==> config.mk <==
export PLATFORM = sky130hd
export DESIGN_NAME = mult_div_arbiter
export DESIGN_NICKNAME = d
export VERILOG_FILES = /design/src/rtl/mult_div_arbiter.sv
export SDC_FILE = /design/constraint.sdc
export NUM_CORES = 1
export LEC_CHECK = 0
export ABC_AREA = 1
export BUFFER_PORTS_ARGS = -buffer_cell sky130_fd_sc_hd__buf_2
export CAP_MARGIN = 25
export CORE_UTILIZATION = 46
export DETAILED_ROUTE_END_ITERATION = 7
export PLACE_DENSITY = 0.76
export SLEW_MARGIN = 15
export SYNTH_ARGS = -nofsm -noshare
export SYNTH_HDL_FRONTEND = slang
export SYNTH_SLANG_ARGS = --single-unit
==> constraint.sdc <==
create_clock -name clk -period 1.95 [get_ports clk]
set_clock_uncertainty 0.1 [all_clocks]
set_input_delay 0 -clock clk [delete_from_list [all_inputs] [get_ports clk]]
set_output_delay 0 -clock clk [all_outputs]
set_load 0.01 [all_outputs]
==> src/rtl/mult_div_arbiter.sv <==
// Two-requester round-robin front end for a shared multiplier/divider: loads
// operands A then B, starts the op, waits for completion and returns the result.
module mult_div_arbiter #(
   parameter int unsigned WORD_LENGTH = 9,
   parameter int unsigned TIMEOUT     = 1023
) (
   input  logic                       clk,
   input  logic                       reset,
   input  logic                       req0,
   input  logic                       req1,
   input  logic                       op0,
   input  logic                       op1,
   input  logic [WORD_LENGTH-1:0]     a0,
   input  logic [WORD_LENGTH-1:0]     b0,
   input  logic [WORD_LENGTH-1:0]     a1,
   input  logic [WORD_LENGTH-1:0]     b1,
   output logic                       done0,
   output logic                       done1,
   output logic                       err,
   output logic [2*WORD_LENGTH-1:0]   result,
   output logic                       busy,
   output logic                       dp_load,
   output logic                       dp_start,
   output logic                       dp_op,
   output logic [WORD_LENGTH-1:0]     dp_data,
   input  logic                       dp_stored,
   input  logic                       dp_ready,
   input  logic [2*WORD_LENGTH-1:0]   dp_result
);

   localparam int unsigned CntWidth = $clog2(TIMEOUT + 1);

   typedef enum logic [3:0] {
      StIdle, StLoadA, StWaitA, StLoadB, StWaitB, StStart, StWaitBusy, StWaitRdy, StDone
   } state_e;

   state_e                 state_q;
   logic [CntWidth-1:0]    cnt_q;
   logic [CntWidth-1:0]    cnt_inc;
   logic                   timed_out;
   logic                   gnt_q;
   logic                   last_q;
   logic                   pick;
   logic                   advance;
   logic [WORD_LENGTH-1:0] b_q;

   // On a tie the requester not served last wins; last_q resets to 1 so 0 wins first.
   assign pick      = (req0 && req1) ? ~last_q : req1;
   assign cnt_inc   = cnt_q + 1'b1;
   assign timed_out = (cnt_inc == CntWidth'(TIMEOUT));

   always_comb begin
      advance = 1'b0;
      unique case (state_q)
         StLoadA, StLoadB: advance = dp_stored;
         StWaitA, StWaitB: advance = ~dp_stored;
         StWaitBusy:       advance = ~dp_ready;
         StWaitRdy:        advance = dp_ready;
         default:          advance = 1'b0;
      endcase
   end

   always_ff @(posedge clk or negedge reset) begin
      if (!reset) begin
         state_q  <= StIdle;
         cnt_q    <= '0;
         gnt_q    <= 1'b0;
         last_q   <= 1'b1;
         b_q      <= '0;
         done0    <= 1'b0;
         done1    <= 1'b0;
         err      <= 1'b0;
         result   <= '0;
         busy     <= 1'b0;
         dp_load  <= 1'b0;
         dp_start <= 1'b0;
         dp_op    <= 1'b0;
         dp_data  <= '0;
      end else begin
         done0    <= 1'b0;
         done1    <= 1'b0;
         dp_start <= 1'b0;
         unique case (state_q)
            StIdle: begin
               if (req0 || req1) begin
                  gnt_q   <= pick;
                  last_q  <= pick;
                  b_q     <= pick ? b1 : b0;
                  dp_op   <= pick ? op1 : op0;
                  dp_data <= pick ? a1 : a0;
                  dp_load <= 1'b1;
                  busy    <= 1'b1;
                  cnt_q   <= '0;
                  state_q <= StLoadA;
               end
            end
            StStart: begin
               cnt_q   <= '0;
               state_q <= StWaitBusy;
            end
            StDone: begin
               err     <= 1'b0;
               busy    <= 1'b0;
               state_q <= StIdle;
            end
            default: begin
               if (advance) begin
                  cnt_q <= '0;
                  unique case (state_q)
                     StLoadA: begin
                        dp_load <= 1'b0;
                        state_q <= StWaitA;
                     end
                     StWaitA: begin
                        dp_load <= 1'b1;
                        dp_data <= b_q;
                        state_q <= StLoadB;
                     end
                     StLoadB: begin
                        dp_load <= 1'b0;
                        state_q <= StWaitB;
                     end
                     StWaitB: begin
                        dp_data  <= '0;
                        dp_start <= 1'b1;
                        state_q  <= StStart;
                     end
                     StWaitBusy: state_q <= StWaitRdy;
                     StWaitRdy: begin
                        result  <= dp_result;
                        dp_op   <= 1'b0;
                        done0   <= ~gnt_q;
                        done1   <= gnt_q;
                        err     <= 1'b0;
                        state_q <= StDone;
                     end
                     default: state_q <= StIdle;
                  endcase
               end else if (timed_out) begin
                  // Abort: keep the old result and drop every datapath control.
                  cnt_q   <= '0;
                  dp_load <= 1'b0;
                  dp_op   <= 1'b0;
                  dp_data <= '0;
                  done0   <= ~gnt_q;
                  done1   <= gnt_q;
                  err     <= 1'b1;
                  state_q <= StDone;
               end else begin
                  cnt_q <= cnt_inc;
               end
            end
         endcase
      end
   end

endmodule

==> impl.org <==
** Run status
- Outcome :: finished, violations left
- The final reports fail on DRC.

** Synthesis
- The synthesized design contains 59 register bits.
- During synthesis, Yosys emitted a total of 0 warnings.
- Of the post-synthesis cell area, the dominant cell type holds 46.2%.
- Largest area contributor in the synthesized netlist :: sky130_fd_sc_hd__dfrtp_1
- Sequential cells were found to cover 47.0% of the synthesized design area.
- In the post-synthesis netlist, the biggest area contributors are sky130_fd_sc_hd__dfrtp_1 (46%), sky130_fd_sc_hd__nand2_1 (11%), sky130_fd_sc_hd__mux2_2 (5.4%).
- The average instance in the mapped netlist occupies 8.73 um2.
- Of all flip-flops after synthesis, the portion carrying an async set or reset was 100%.
- Ys flop type :: sky130_fd_sc_hd__dfrtp_1
- Mapped Area :: 3140 um2
- Synthesis produced 360 cells.
- The synthesized netlist contains 39 unique library cells.
- Counting flops with a built-in enable in the synthesized netlist gives 0.
- Net count of the mapped netlist :: 424

** Power and ir drop
- Power spread over the standard cell area amounts to 1290 nW/um2.
- Leakage power :: 2.36 nW
- IR analysis of the VDD net gives a maximum drop of 0.000908 V.

** CTS
- Clock-pin slew of the registers on the worst-case setup and hold paths :: 0.07 ns
- TritonCTS built the clock tree.
- Clock buffer count from CTS :: 9
- The longest clock path from root to sink contains 2 buffers.
- For the worst-skew pair, the clock arrives at the later sink with an insertion delay of 0.33 ns.
- CTS root buffer :: sky130_fd_sc_hd__clkbuf_8
- Clock H-tree levels :: 3
- Number of sinks driven by the clock tree :: 59

** Floorplan
- Height of the die :: 84.6 um
- Core Box Area :: 6460 um2
- In this run the horizontal extent of the chip is 84.6 um.
- Die ar. :: 7160 um2
- Initial Utilization :: 48.6%
- Count of boundary I/O pins :: 96
- The floorplan has 29 rows.

** Cells and area
- Inserted Diodes :: 0
- The area growth from synthesis to layout is 42.8%.
- Fraction of final layout cells with drive strength greater than 1 :: 37.5%
- In the layout the commonest cells are sky130_fd_sc_hd__buf_2 (95), sky130_fd_sc_hd__nand2_1 (85), sky130_fd_sc_hd__dfrtp_1 (58).
- At the end of the flow, the number of nets in the layout was 582.
- Leaving out fill and tap cells, the most frequent cell in the layout is sky130_fd_sc_hd__buf_2.

** STA
- Setup violations remaining at the end of the flow were counted as 0.
- Share of the cycle needed by the critical path after routing :: 97.7%
- The number of slew-limit violations in the final report came to 0.
- Timing would allow up to 0.525 GHz.
- Final hold violations :: 0
- Final worst slack :: 0.0448 ns
- Setup repair after global routing missed its margin :: true
- Subtracting the final worst setup slack from the clock period gives 1.91 ns.
- Worst slew slack as a fraction of its limit :: 66.9%
- For the pin with the worst max-slew slack, the measured transition is 0.496 ns.
- For the final routed database, the setup TNS stands at 0 ns.

** Detailed routing
- For this run, the detailed router's first-pass iteration total came to 8.
- The count of nets left with antenna violations once routing finished came out at 0.
- In the routed layout, each cell is associated on average with a via count of 5.08.
- Via count :: 3048
- In the final routed layout, each cell accounts on average for 13.3 um.
- DRC errors left :: 9
- Final wirelength :: 7970 um
- Detailed Route Iter0 Violations :: 189

** Worst setup path
- At the worst endpoint, the required time is 2.07 ns.
- Worst-path cell chain :: ha_2 > nand2_2 > inv_2 > nor2_2 > nand2_1 > nor2_1 > nand2_1 > nor2_4 > nand3_4 > nand3_4 > nand3_2 > nand2_1 > nand2_1
- The largest single stage delay on the critical path is 0.38 ns.
- Most used cell along the critical path :: sky130_fd_sc_hd__nand2_1
- The slowest stage of the critical path is the sky130_fd_sc_hd__dfrtp_1 cell.
- The worst setup path is captured at a flop.
- Critical Path Start Type :: flop
- Data on the critical path arrives at its endpoint at 2.03 ns.
- Critical path class :: reg2reg
- Highest net fanout along the worst path :: 6
- The worst register-to-register path has a setup slack of 0.04 ns.

** Worst hold path
- HP Class :: in2reg

** Global route
- Total Routing Usage GR :: 23.1%
- The via count of the first global-routing pass came to 2966.
- Total grt overflow :: 0
- Largest net degree at the start of global routing :: 23
- The first global-routing pass estimated 13100 um of wire.
- The number of antenna violations at the first check in global routing is 0.

** Place
- Routability Congestion :: 0.858
- Before CTS, the worst setup slack after placement is -0.00409 ns.
- Buffers added on ports :: 95
- Detailed placement ended at an HPWL of 5240 um.

** Flow run
- Max-cap violations in this run came to 0.
per-stage QoR:
step                instances  instance area [um2]  hold WS [ns]  util [%]  total power [W]
global route              600                 4490        0.0616      69.4          0.00623
floorplan                 360                 3140        -0.396         -          0.00366
detailed placement        533                 3730        -0.147      57.8          0.00436
global placement          533                 3730        -0.152      57.8          0.00429
CTS                       596                 4420       0.00334      68.4          0.00565
finish                    600                 4490        0.0168      69.4          0.00579
layer usage:
layer	wire length (um)	vias to the layer above	GRT usage [%]
met5	0	-	0
met4	114	0	9.09
met3	466	11	4.62
met2	3690	125	38.2
met1	3700	1401	30.0
li1	-	1511	-
final cells by class:
type / instances / area, um2
Clock inverter: 4 / 47.5
Timing Repair Buffer: 158 / 1080
Tap cell: 77 / 96.3
Inverter: 30 / 115
Multi-Input combinational cell: 260 / 1500
Fill cell: 478 / 1970
Sequential cell: 59 / 1480
Clock buffer: 12 / 165
logic make-up (layout without fill, tap and decap cells):
family	count (synthesis)	after routing	synth area share (%)
AO/OA/AOI/OAI	52	52	9.08
XOR/XNOR	2	2	0.558
adder cells (fa/ha/maj)	2	2	0.796
buffers and inverters	42	204	6.49
flip-flops	59	59	47.0
multiplexers	18	18	6.45
AND/OR/NAND/NOR	185	186	29.6
report_power, final:
| group | switching [W] | internal (W) |
|---|---|---|
| registers | 0.000224 | 0.00156 |
| clock network | 0.000458 | 0.000690 |
| logic | 0.00173 | 0.00113 |
| total | 0.00241 | 0.00338 |
Yosys cell counts (2+ instances only):
cell and n:
sky130_fd_sc_hd__mux2_2 15, sky130_fd_sc_hd__nand3_4 4, sky130_fd_sc_hd__nor2_4 7, sky130_fd_sc_hd__nor2_1 35
sky130_fd_sc_hd__xor2_1 2, sky130_fd_sc_hd__a21oi_1 2, sky130_fd_sc_hd__inv_2 10, sky130_fd_sc_hd__nand4_2 2
sky130_fd_sc_hd__nand2_1 88, sky130_fd_sc_hd__o21ai_1 15, sky130_fd_sc_hd__inv_1 19, sky130_fd_sc_hd__ha_1 2
sky130_fd_sc_hd__clkbuf_1 5, sky130_fd_sc_hd__o22ai_1 7, sky130_fd_sc_hd__buf_2 2, sky130_fd_sc_hd__nand4_1 10
sky130_fd_sc_hd__o21ai_0 22, sky130_fd_sc_hd__buf_4 2, sky130_fd_sc_hd__dfrtp_1 58, sky130_fd_sc_hd__mux2_1 3
sky130_fd_sc_hd__nand2_2 8, sky130_fd_sc_hd__nor2_2 4, sky130_fd_sc_hd__nor3_1 2, sky130_fd_sc_hd__nand3_1 21
worst max-delay path: cells and delay by family, from the launching register on:
kind / cells / cell delay [ns]
simple gates: 11 / 1.08
flops: 1 / 0.38
fa+ha+maj: 1 / 0.21
buf+inv: 1 / 0.05
sequential cells by signal (all words and copies together) (netlist names):
signal    cells
dp_load       1
dp_op         1
done1         1
gnt_q         1
result       18
cnt_q        10
last_q        1
done0         1
b_q           9
state_q       4
busy          1
dp_data       9
err           1
dp_start      1
path summary, 6_finish.rpt:
kind                                      startpoint                endpoint  cells after the start
worst max-delay path            cnt_q[1]$_DFFE_PN0P_  dp_data[7]$_DFFE_PN0P_                     13
worst min-delay path                           a0[4]  dp_data[4]$_DFFE_PN0P_                      5
worst max register to register  cnt_q[1]$_DFFE_PN0P_  dp_data[7]$_DFFE_PN0P_                     13
worst min register to register     gnt_q$_DFFE_PN0P_         done0$_DFF_PN0_                      1
max in group asynchronous                      reset     dp_load$_DFFE_PN0P_                      3
min in group asynchronous                      reset    cnt_q[9]$_DFFE_PN0P_                      2
timing repair:
item / CTS / global route
endpoints found under the hold margin: 94 / 0
resized for setup: 1 / 11
endpoints found under the setup margin: 6 / 36
cloned: 0 / 1
pin swaps: 1 / 9
hold buffers: 46 / 0
buffers inserted: 1 / 3
Power figures use the tool's default switching activity.
